==> src/rtl/muxpga_pkg.sv <==
// muxpga_pkg: shared constants and types for the mux-FPGA fabric.
//   CFG_W          width of one per-cell config word
//   *_LSB/ACC_BIT  field positions inside a config word
//   sel_e          operand-source encodings
//   func_e         ALU function encodings
//   state_e        loader FSM states
package muxpga_pkg;

  localparam int CFG_W    = 10;
  localparam int SEL1_LSB = 0;
  localparam int SEL2_LSB = 3;
  localparam int FUNC_LSB = 6;
  localparam int ACC_BIT  = 9;

  typedef enum logic [2:0] {
    SEL_N    = 3'd0,
    SEL_NW   = 3'd1,
    SEL_W    = 3'd2,
    SEL_E    = 3'd3,
    SEL_S    = 3'd4,
    SEL_EXT  = 3'd5,
    SEL_SELF = 3'd6,
    SEL_ZERO = 3'd7
  } sel_e;

  typedef enum logic [2:0] {
    FUNC_AND   = 3'd0,
    FUNC_OR    = 3'd1,
    FUNC_XOR   = 3'd2,
    FUNC_NAND  = 3'd3,
    FUNC_PASS1 = 3'd4,
    FUNC_PASS2 = 3'd5,
    FUNC_ADD   = 3'd6,
    FUNC_SUB   = 3'd7
  } func_e;

  typedef enum logic [1:0] {
    ST_IDLE = 2'd0,
    ST_LOAD = 2'd1,
    ST_CLR  = 2'd2,
    ST_RUN  = 2'd3
  } state_e;

endpackage

==> src/rtl/muxpga_cfg_if.sv <==
// muxpga_cfg_if: configuration port of the fabric.
//   cfg_start  begin (re)configuration (pulse)
//   cfg_valid  cfg_data beat valid
//   cfg_data   config word for the current cell index
//   cfg_ready  loader accepts a beat
//   cfg_done   one-cycle pulse on entry to RUN
// master = configuration source, slave = fabric.
interface muxpga_cfg_if;
  import muxpga_pkg::*;

  logic             cfg_start;
  logic             cfg_valid;
  logic [CFG_W-1:0] cfg_data;
  logic             cfg_ready;
  logic             cfg_done;

  modport master (output cfg_start, output cfg_valid, output cfg_data,
                  input  cfg_ready, input  cfg_done);
  modport slave  (input  cfg_start, input  cfg_valid, input  cfg_data,
                  output cfg_ready, output cfg_done);
endinterface

==> src/rtl/muxpga_cell.sv <==
// muxpga_cell: one fabric cell.
//   clk, reset_n      clock, asynchronous active-low reset
//   cfg_we, cfg_d     write strobe and word for this cell's config register
//   en                compute enable (q <= f(a,b))
//   clr               force q to 0 (has priority over en)
//   nbr_n..nbr_s      registered outputs of the neighbouring cells
//   ext               external operand for this cell's row
//   q                 registered cell output
module muxpga_cell
  import muxpga_pkg::*;
#(
  parameter int BITS = 4
) (
  input  logic             clk,
  input  logic             reset_n,
  input  logic             cfg_we,
  input  logic [CFG_W-1:0] cfg_d,
  input  logic             en,
  input  logic             clr,
  input  logic [BITS-1:0]  nbr_n,
  input  logic [BITS-1:0]  nbr_nw,
  input  logic [BITS-1:0]  nbr_w,
  input  logic [BITS-1:0]  nbr_e,
  input  logic [BITS-1:0]  nbr_s,
  input  logic [BITS-1:0]  ext,
  output logic [BITS-1:0]  q
);

  logic [CFG_W-1:0] cfg_reg;
  logic [BITS-1:0]  q_reg;
  logic [BITS-1:0]  q_next;
  logic [BITS-1:0]  op_a;
  logic [BITS-1:0]  op_b;

  function automatic logic [BITS-1:0] pick(
    input logic [2:0]      sel,
    input logic [BITS-1:0] n, nw, w, e, s, x, self_q
  );
    case (sel_e'(sel))
      SEL_N:    return n;
      SEL_NW:   return nw;
      SEL_W:    return w;
      SEL_E:    return e;
      SEL_S:    return s;
      SEL_EXT:  return x;
      SEL_SELF: return self_q;
      default:  return '0;
    endcase
  endfunction

  always_comb begin
    op_a = pick(cfg_reg[SEL1_LSB +: 3], nbr_n, nbr_nw, nbr_w, nbr_e, nbr_s, ext, q_reg);
    // Accumulate mode feeds the cell's own output back as operand b.
    op_b = cfg_reg[ACC_BIT] ? q_reg
         : pick(cfg_reg[SEL2_LSB +: 3], nbr_n, nbr_nw, nbr_w, nbr_e, nbr_s, ext, q_reg);
    case (func_e'(cfg_reg[FUNC_LSB +: 3]))
      FUNC_AND:   q_next = op_a & op_b;
      FUNC_OR:    q_next = op_a | op_b;
      FUNC_XOR:   q_next = op_a ^ op_b;
      FUNC_NAND:  q_next = ~(op_a & op_b);
      FUNC_PASS1: q_next = op_a;
      FUNC_PASS2: q_next = op_b;
      FUNC_ADD:   q_next = op_a + op_b;
      default:    q_next = op_a - op_b;
    endcase
  end

  always_ff @(posedge clk or negedge reset_n) begin
    if (!reset_n) begin
      cfg_reg <= '0;
      q_reg   <= '0;
    end else begin
      if (cfg_we) cfg_reg <= cfg_d;
      if (clr)     q_reg <= '0;
      else if (en) q_reg <= q_next;
    end
  end

  assign q = q_reg;

endmodule

==> src/rtl/muxpga_fabric.sv <==
// muxpga_fabric: ROWS x COLS toroidal grid of BITS-wide configurable cells.
//   clk, reset_n  clock, asynchronous active-low reset
//   cfg           configuration port (slave side of muxpga_cfg_if)
//   run_en        in RUN: 1 = cells update, 0 = cells hold
//   data_in       external operand per row, [r*BITS +: BITS] = row r
//   data_out      row r = q of cell (r, COLS-1)
// Config words are loaded row-major, one cell per accepted beat. The loader
// walks IDLE -> LOAD -> CLR -> RUN; cfg_start restarts LOAD from any state.
module muxpga_fabric
  import muxpga_pkg::*;
#(
  parameter int ROWS = 4,
  parameter int COLS = 4,
  parameter int BITS = 4
) (
  input  logic                 clk,
  input  logic                 reset_n,
  muxpga_cfg_if.slave          cfg,
  input  logic                 run_en,
  input  logic [ROWS*BITS-1:0] data_in,
  output logic [ROWS*BITS-1:0] data_out
);

  localparam int CELLS = ROWS * COLS;
  localparam int IDX_W = $clog2(CELLS);

  state_e           state_reg;
  logic [IDX_W-1:0] idx_reg;
  logic             cfg_ready_reg;
  logic             cfg_done_reg;
  logic             beat;
  logic             cells_en;
  logic             cells_clr;
  logic [BITS-1:0]  cell_q [CELLS];

  // A beat coinciding with cfg_start is dropped: the restart wins.
  assign beat      = cfg_ready_reg && cfg.cfg_valid && !cfg.cfg_start;
  assign cells_clr = (state_reg != ST_RUN);
  assign cells_en  = (state_reg == ST_RUN) && run_en;

  always_ff @(posedge clk or negedge reset_n) begin
    if (!reset_n) begin
      state_reg     <= ST_IDLE;
      idx_reg       <= '0;
      cfg_ready_reg <= 1'b0;
      cfg_done_reg  <= 1'b0;
    end else begin
      cfg_done_reg <= 1'b0;
      if (cfg.cfg_start) begin
        state_reg     <= ST_LOAD;
        idx_reg       <= '0;
        cfg_ready_reg <= 1'b1;
      end else begin
        case (state_reg)
          ST_LOAD: begin
            if (cfg.cfg_valid) begin
              if (idx_reg == IDX_W'(CELLS - 1)) begin
                state_reg     <= ST_CLR;
                idx_reg       <= '0;
                cfg_ready_reg <= 1'b0;
              end else begin
                idx_reg <= idx_reg + 1'b1;
              end
            end
          end
          ST_CLR: begin
            state_reg    <= ST_RUN;
            cfg_done_reg <= 1'b1;
          end
          default: ;
        endcase
      end
    end
  end

  assign cfg.cfg_ready = cfg_ready_reg;
  assign cfg.cfg_done  = cfg_done_reg;

  for (genvar gi = 0; gi < CELLS; gi++) begin : g_cell
    localparam int row    = gi / COLS;
    localparam int col    = gi % COLS;
    localparam int row_n  = (row + ROWS - 1) % ROWS;
    localparam int row_s  = (row + 1) % ROWS;
    localparam int col_w  = (col + COLS - 1) % COLS;
    localparam int col_e  = (col + 1) % COLS;

    logic cfg_we;
    assign cfg_we = beat && (idx_reg == IDX_W'(gi));

    muxpga_cell #(.BITS(BITS)) u_cell (
      .clk     (clk),
      .reset_n (reset_n),
      .cfg_we  (cfg_we),
      .cfg_d   (cfg.cfg_data),
      .en      (cells_en),
      .clr     (cells_clr),
      .nbr_n   (cell_q[row_n * COLS + col]),
      .nbr_nw  (cell_q[row_n * COLS + col_w]),
      .nbr_w   (cell_q[row * COLS + col_w]),
      .nbr_e   (cell_q[row * COLS + col_e]),
      .nbr_s   (cell_q[row_s * COLS + col]),
      .ext     (data_in[row * BITS +: BITS]),
      .q       (cell_q[gi])
    );
  end

  for (genvar gi = 0; gi < ROWS; gi++) begin : g_out
    assign data_out[gi * BITS +: BITS] = cell_q[gi * COLS + COLS - 1];
  end

endmodule

==> src/flat_wrapper.sv <==
// flat-port wrapper written by rule: the top's interface ports become plain ports
module muxpga_fabric_flat import muxpga_pkg::*;
#(
  parameter int ROWS = 4,
  parameter int COLS = 4,
  parameter int BITS = 4
)
  (clk, reset_n, run_en, data_in, data_out, cfg_cfg_start, cfg_cfg_valid, cfg_cfg_data, cfg_cfg_ready, cfg_cfg_done);
  muxpga_cfg_if cfg_i ();
  input  logic clk;
  input  logic reset_n;
  input  logic run_en;
  input  logic [ROWS*BITS-1:0] data_in;
  output logic [ROWS*BITS-1:0] data_out;
  input wire logic [$bits(cfg_i.cfg_start)-1:0] cfg_cfg_start;
  input wire logic [$bits(cfg_i.cfg_valid)-1:0] cfg_cfg_valid;
  input wire logic [$bits(cfg_i.cfg_data)-1:0] cfg_cfg_data;
  output wire logic [$bits(cfg_i.cfg_ready)-1:0] cfg_cfg_ready;
  output wire logic [$bits(cfg_i.cfg_done)-1:0] cfg_cfg_done;
  assign cfg_i.cfg_start = cfg_cfg_start;
  assign cfg_i.cfg_valid = cfg_cfg_valid;
  assign cfg_i.cfg_data = cfg_cfg_data;
  assign cfg_cfg_ready = cfg_i.cfg_ready;
  assign cfg_cfg_done = cfg_i.cfg_done;
  muxpga_fabric #(.ROWS(ROWS), .COLS(COLS), .BITS(BITS)) u_core (.clk(clk), .reset_n(reset_n), .cfg(cfg_i), .run_en(run_en), .data_in(data_in), .data_out(data_out));
endmodule
==> config.mk <==
export PLATFORM = sky130hd
export DESIGN_NAME = muxpga_fabric_flat
export DESIGN_NICKNAME = d
export VERILOG_FILES = /design/src/rtl/muxpga_pkg.sv /design/src/rtl/muxpga_cfg_if.sv /design/src/rtl/muxpga_cell.sv /design/src/rtl/muxpga_fabric.sv /design/src/flat_wrapper.sv
export SDC_FILE = /design/constraint.sdc
export NUM_CORES = 1
export LEC_CHECK = 0
export ABC_AREA = 1
export BUFFER_PORTS_ARGS = -buffer_cell sky130_fd_sc_hd__buf_2
export CAP_MARGIN = 40
export CORE_MARGIN = 1
export CORE_UTILIZATION = 35
export CTS_BUF_LIST = sky130_fd_sc_hd__clkbuf_16
export DETAILED_ROUTE_END_ITERATION = 8
export MAX_ROUTING_LAYER = met4
export PLACE_DENSITY = 0.54
export RECOVER_POWER = 25
export SLEW_MARGIN = 10
export SYNTH_ARGS = -nofsm -noshare
export SYNTH_HDL_FRONTEND = slang
export SYNTH_SLANG_ARGS = --single-unit
==> constraint.sdc <==
create_clock -name clk -period 4.3 [get_ports clk]
set_clock_uncertainty 0.2 [all_clocks]
set_input_delay 0.86 -clock clk [delete_from_list [all_inputs] [get_ports clk]]
set_output_delay 0.86 -clock clk [all_outputs]
set_load 0.005 [all_outputs]
==> results of run 1 <==
power by group through the flow:
stage               registers (mW)  clock network, mW  logic, mW
floorplan                     2.40                  0       1.28
global placement              2.55                  0       1.69
detailed placement            2.55                  0       1.72
CTS                           2.51               3.15       1.72
global route                  2.54               3.21       1.96
finish                        2.52               3.09       1.75
stage by stage:
stage	hold WS, ps	setup WS [ps]	util, %	power (mW)
6_report	285	550	39.2	7.36
5_1_grt	315	209	39.2	7.71
4_1_cts	123	646	39.2	7.38
3_5_place_dp	273	407	37.6	4.27
3_3_place_gp	268	444	37.3	4.24
2_1_floorplan	253	816	-	3.68
layer usage:
metal / up-vias / global-route usage [%] / part of all wire (%)
met2: 1493 / 47.0 / 43
met1: 14400 / 42.3 / 44
met5: - / - / 0
met3: 264 / 4.99 / 8.9
li1: 14800 / - / -
met4: 0 / 12.7 / 4.2
cells in the mapped netlist, types with 4 or more instances:
library cell	number	area, um2
fa_1	16	320
a211oi_1	16	120
o21ai_1	40	200
a31oi_1	26	163
nor2_2	17	106
xnor2_1	7	61.3
nor3_2	13	130
nor2_1	452	1700
nor3_1	93	465
o31ai_1	10	75.1
ha_1	180	2250
a311oi_1	6	52.6
xor2_1	24	210
clkbuf_1	83	312
or2_2	18	113
a21oi_1	45	225
a21o_1	7	52.6
o211ai_1	17	128
buf_1	4	15.0
inv_2	63	236
nand3_1	506	2530
o22ai_1	94	588
buf_4	22	165
dfrtp_1	232	5810
clkinv_1	12	45.0
nand2b_1	4	25.0
o221ai_1	9	78.8
nand4_1	272	1700
nand2_1	1028	3860
o2111ai_1	8	70.1
buf_2	102	510
inv_1	502	1880
o21ai_0	422	2110
nand3b_1	5	37.5
critical path, cell delays in order, from the launching register on:
cell	delay, ps
dfrtp_1	540
nor2_1	260
nand2_1	120
o21ai_0	200
nor2_1	110
nand3_1	100
nand2_1	110
ha_1	210
or2_2	290
xor2_1	160
ha_1	350
nand2_1	90
nand2_1	40
a31oi_1	250
nand3_1	120
nand2_1	90
nand2_1	50
nand2_1	80
inv_1	40
nand2_1	50
nand3_1	60
nand2_1	80
nand2_1	40
worst paths after layout:
kind                                                    start                            endpoint  slack, ps  cells after the start
min                        u_core.g_cell[8].u_cell.cfg_reg[8]  u_core.g_cell[8].u_cell.cfg_reg[8]        290                      2
max                        u_core.g_cell[3].u_cell.cfg_reg[3]        u_core.g_cell[3].u_cell.q[3]        550                     22
max in group asynchronous                             reset_n  u_core.g_cell[1].u_cell.cfg_reg[6]       1280                      1
max reg2reg                u_core.g_cell[3].u_cell.cfg_reg[3]        u_core.g_cell[3].u_cell.q[3]        550                     22
min reg2reg                u_core.g_cell[8].u_cell.cfg_reg[8]  u_core.g_cell[8].u_cell.cfg_reg[8]        290                      2
min in group asynchronous                             reset_n        u_core.g_cell[9].u_cell.q[3]        910                      1
kinds of logic (layout without fill, tap and decap cells):
logic type	Yosys count	in the layout	synth area share, %
AND/OR/NAND/NOR	2419	2419	40.5
buffers and inverters	788	818	11.9
adder cells (fa/ha/maj)	196	196	9.68
other	0	6	0
AO/OA/AOI/OAI	714	714	15.0
XOR/XNOR	31	31	1.02
flip-flops	232	232	21.9
layout make-up:
| cell class | instances | area (um2) |
|---|---|---|
| fillers | 8171 | 45500 |
| well taps | 969 | 1210 |
| inverters | 577 | 2170 |
| clock buffers | 36 | 901 |
| multi-input cells | 3360 | 17600 |
| clock inverters | 27 | 282 |
| diodes | 6 | 15.0 |
| flip-flops and latches | 232 | 5810 |
| repair buffers | 178 | 1330 |
==> metrics, run 1 <==
status finished with violations; failing checks DRC, capacitance limit, slew limit; Max Buffers Root-to-Sink 3; # hold bufs at CTS 0; RePlAce Congestion about 1; global-route wire length before repair 179000 um; drt pass-1 iters 9; Slew Limit Fails 97; sw frac 37.0%; LEAKAGE 13.4 nW; Residual DRC 1; Clk pwr share 42.0%; vias in the first global route 27600; ys async rst share between 90% and 100%; Buffers on Ports 48; worst min-delay path class reg -> reg; Psw 2.72 mW; Mapped Cells roughly 4400; RSZ-0062 raised after global routing no; grt ovf 0; Tmin final ~3700 ps; Initial Util 35.5%; total track usage 31.5%; Die Y 278 um; combinational fraction of design power 23.7%; TritonCTS clock tree built; Synth Register Bits 232; CP Launch Type flop; pwr dens roughly 250 nW/um2; Post-Synthesis Net Count approximately 4600; period utilization 87.2%; die extent in x 278 um; H-Tree Depth 2; initial antenna violation count 4; post-route ant nets 0; clock sink count 232; Tightest Pin Transition 2800 ps; Finished Layout Cells around 5400; IO Pins 49; design area 29300 um2; Peak Freq 267 MHz; Area Overhead vs Synth 10.4%; YS warnings 0; commonest non-fill, non-tap cell in the layout nand2_1; register share of total power 34.3%; EDFF count, synth 0; synthesized area around 27000 um2; DP Wirelength 90000 um; WL/cell 22.4 um; max_cap viols 1; Root Buffer clkbuf_16; Nets between 4000 and 5000; synth unique cells 52; worst-path maximum fanout 13; CTS Buf Count 35; largest net degree at the start of global routing 98; Post-CTS Repair Setup Buffers 0; max reg flops 160; TNS Setup 0 ps; WS Path Type reg -> reg; Cell Int Power around 4.6 mW; clock latency on the worst-skew pair 590 ps; dpl cell area 28100 um2; total routed wirelength ~120000 um; Syn Area/Cell 6.07 um2; layout cells sized above 1 under 10%; area of the die 77000 um2; Worst-path clk slew 60 ps; Rows 100; top_reg_cell synth dfrtp_1; Core ar. between 70000 and 80000 um2; Seq/Total Area, Yosys 21.9%; mean number of vias per cell 5.74; placed cell count 5316; DR iter-0 viols 3763; CTS resizes 0; most frequent cells in the layout nand2_1 (1028), nand3_1 (505), inv_1 (500); Via Count 30900; Max IR drop VDD 0.195 mV; final hold viol count 0; CP Capture Type flop; Slew headroom -86.9%; final setup vio count 0; Crit path required time 4550 ps; CP Data Arrival Time 4000 ps
Note: power is estimated with default switching activity, not from simulation.
==> inputs of run 2 (changes only) <==
--- a/config.mk
+++ b/config.mk
@@ -13,7 +13,7 @@
 export CTS_BUF_LIST = sky130_fd_sc_hd__clkbuf_16
 export DETAILED_ROUTE_END_ITERATION = 8
 export MAX_ROUTING_LAYER = met4
-export PLACE_DENSITY = 0.54
+export PLACE_DENSITY_LB_ADDON = 0.12
 export RECOVER_POWER = 25
 export SLEW_MARGIN = 10
 export SYNTH_ARGS = -nofsm -noshare
==> metrics, run 2 (synthesis results as in run 1) <==
status finished with violations; failing checks capacitance limit, slew limit; CTS resizes 0 (unchanged); Core ar. 74800 um2 (unchanged); global-route wire length before repair 182000 um (+1.5%); CP Data Arrival Time 3960 ps (-40 ps); most frequent cells in the layout nand2_1 (1028), inv_1 (509), nand3_1 (505); crit path cell chain inv_1, nand3_1, o21ai_0, nor2_1, nand3_1, nand2_1, ha_1, or2_2, xnor2_1, inv_1, ha_1, a21oi_1, inv_1, nand3_1, nand2_1, nand2_1, nand2_1, nand3_1, nand3_1, nand2_1, nand2_1; Crit path required time 4560 ps (about the same); pwr dens 241 nW/um2 (-3.9%); clock sink count 232 (unchanged); Slew Limit Fails 89 (-8.2%); mean number of vias per cell 5.73 (about the same); total track usage 32.1% (+0.57 points); CTS Buf Count 35 (unchanged); Reg2Reg Setup Slack 600 ps (+50 ps); Area Overhead vs Synth 10.1%; initial antenna violation count 5 (+1); WL/cell 22.8 um (+1.7%); post-route ant nets 0 (unchanged); # fillers 8230 (+0.72%); final setup vio count 0 (unchanged); Max IR drop VDD 0.250 mV (+28%); Peak Freq 270 MHz (+1.4%); clock latency on the worst-skew pair 570 ps (-20 ps); grt ovf 0 (unchanged); CP Launch Type flop; period utilization 86.0% (-1.2 points); Hold Crit Depth 2 (unchanged); DP Wirelength 90600 um (+0.65%); total routed wirelength 123000 um (+1.6%); CP Capture Type flop; LEAKAGE 13.4 nW (about the same); Crit-path slowest cell dfrtp_1; Tmin final 3700 ps (-50.1 ps); IO Pins 49 (unchanged); max_cap viols 1 (unchanged); Residual DRC 0 (-1); TNS Setup 0 ps (unchanged); Post-CTS Repair Setup Buffers 0 (unchanged); largest net degree at the start of global routing 91 (-7.1%); Reg area 5810 um2 (unchanged); Largest stage delay, worst path 530 ps (about the same); cell mode on critical path nand2_1; Rows 100 (unchanged); vias in the first global route 28000 (+1.4%); Nets 4611 (unchanged); Tightest Pin Transition 2640 ps (-167 ps); Root Buffer clkbuf_16; Worst-path clk slew 60 ps (about the same); Setup WS pre-CTS 373 ps (-34.5 ps); RePlAce Congestion 1.01 (-1.4%); max reg flops 160 (unchanged); RSZ-0062 raised after global routing no; Slew headroom -75.8% (+11 points); final hold viol count 0 (unchanged); Buffers on Ports 48 (unchanged); Via Count 30800 (-0.14%); WS Path Type reg -> reg; die extent in x 278 um (unchanged); multi-input logic area 17600 um2 (unchanged); Initial Util 35.5% (unchanged); total power 7.06 mW (-4.1%); setup ws final 601 ps (+50.1 ps); # hold bufs at CTS 0 (unchanged); H-Tree Depth 2 (unchanged); TritonCTS clock tree built; commonest non-fill, non-tap cell in the layout nand2_1; Max Buffers Root-to-Sink 3 (unchanged); area of the die 77000 um2 (unchanged); worst-path maximum fanout 13 (unchanged); worst min-delay path class reg -> reg; drt pass-1 iters 7 (-2); DR iter-0 viols 3917 (+4.1%); Die Y 278 um (unchanged); layout cells sized above 1 7.74% (-0.20 points); r2r worst-path depth 21 (-4.5%)
## run 2: changes by cell type in the layout (fill, tap and decap cells not counted), sizes merged
cell / previous run / this run
bufinv: 5 / 1
clkbuf: 38 / 39
clkinv: 28 / 22
clkinvlp: 3 / 2
diode: 6 / 5
inv: 568 / 576
## run 2: where the power goes
group	total (mW)	switching, mW	internal [mW]
registers	2.52	0.233	2.29
logic	1.76	1.24	0.529
clock network	2.78	1.18	1.60
total	7.06	2.65	4.41
## run 2: layer usage
layer / wire (um) / up-vias / part of all wire, % / GRT usage (%)
met5: 0 / - / 0 / -
met4: 5460 / 0 / 4.5 / 13.2
met3: 11000 / 284 / 9.0 / 4.27
met2: 52600 / 1559 / 43 / 47.7
met1: 53600 / 14300 / 44 / 43.5
li1: - / 14700 / - / -
## run 2: path summary, 6_finish.rpt
kind                                                     from                                   to
setup / recovery           u_core.g_cell[0].u_cell.cfg_reg[5]         u_core.g_cell[0].u_cell.q[3]
hold / removal             u_core.g_cell[2].u_cell.cfg_reg[8]   u_core.g_cell[2].u_cell.cfg_reg[8]
setup reg to reg           u_core.g_cell[0].u_cell.cfg_reg[5]         u_core.g_cell[0].u_cell.q[3]
hold reg to reg            u_core.g_cell[2].u_cell.cfg_reg[8]   u_core.g_cell[2].u_cell.cfg_reg[8]
max in group asynchronous                             reset_n   u_core.g_cell[9].u_cell.cfg_reg[6]
min in group asynchronous                             reset_n  u_core.g_cell[13].u_cell.cfg_reg[6]
## run 2: stage by stage
stage                     cells  hold slack [ps]  util (%)  area, um2
after CTS                  5377              157      39.1      29300
after global routing       5380              328      39.1      29200
final                      5382              285      39.1      29200
after detailed placement   5316              277      37.7      28200
after global placement     5301              268      37.3      27900
after floorplan            4380              253         -      26600
## run 2: area by class of cell
cell class                      instances  area share [%]
Antenna cell                            5          0.0428
Clock buffer                           37            3.17
Clock inverter                         24           0.432
Inverter                              577            7.41
Multi-Input combinational cell       3360            60.2
Sequential cell                       232            19.9
Tap cell                              969            4.15
Timing Repair Buffer                  178            4.73
## run 2: critical path, delay by kind of cell (launching register included)
kind	cells	cell delay (ps)
fa+ha+maj	2	520
buf+inv	3	490
simple gates	13	1250
flops	1	530
compound gates	2	460
xor+xnor	1	150
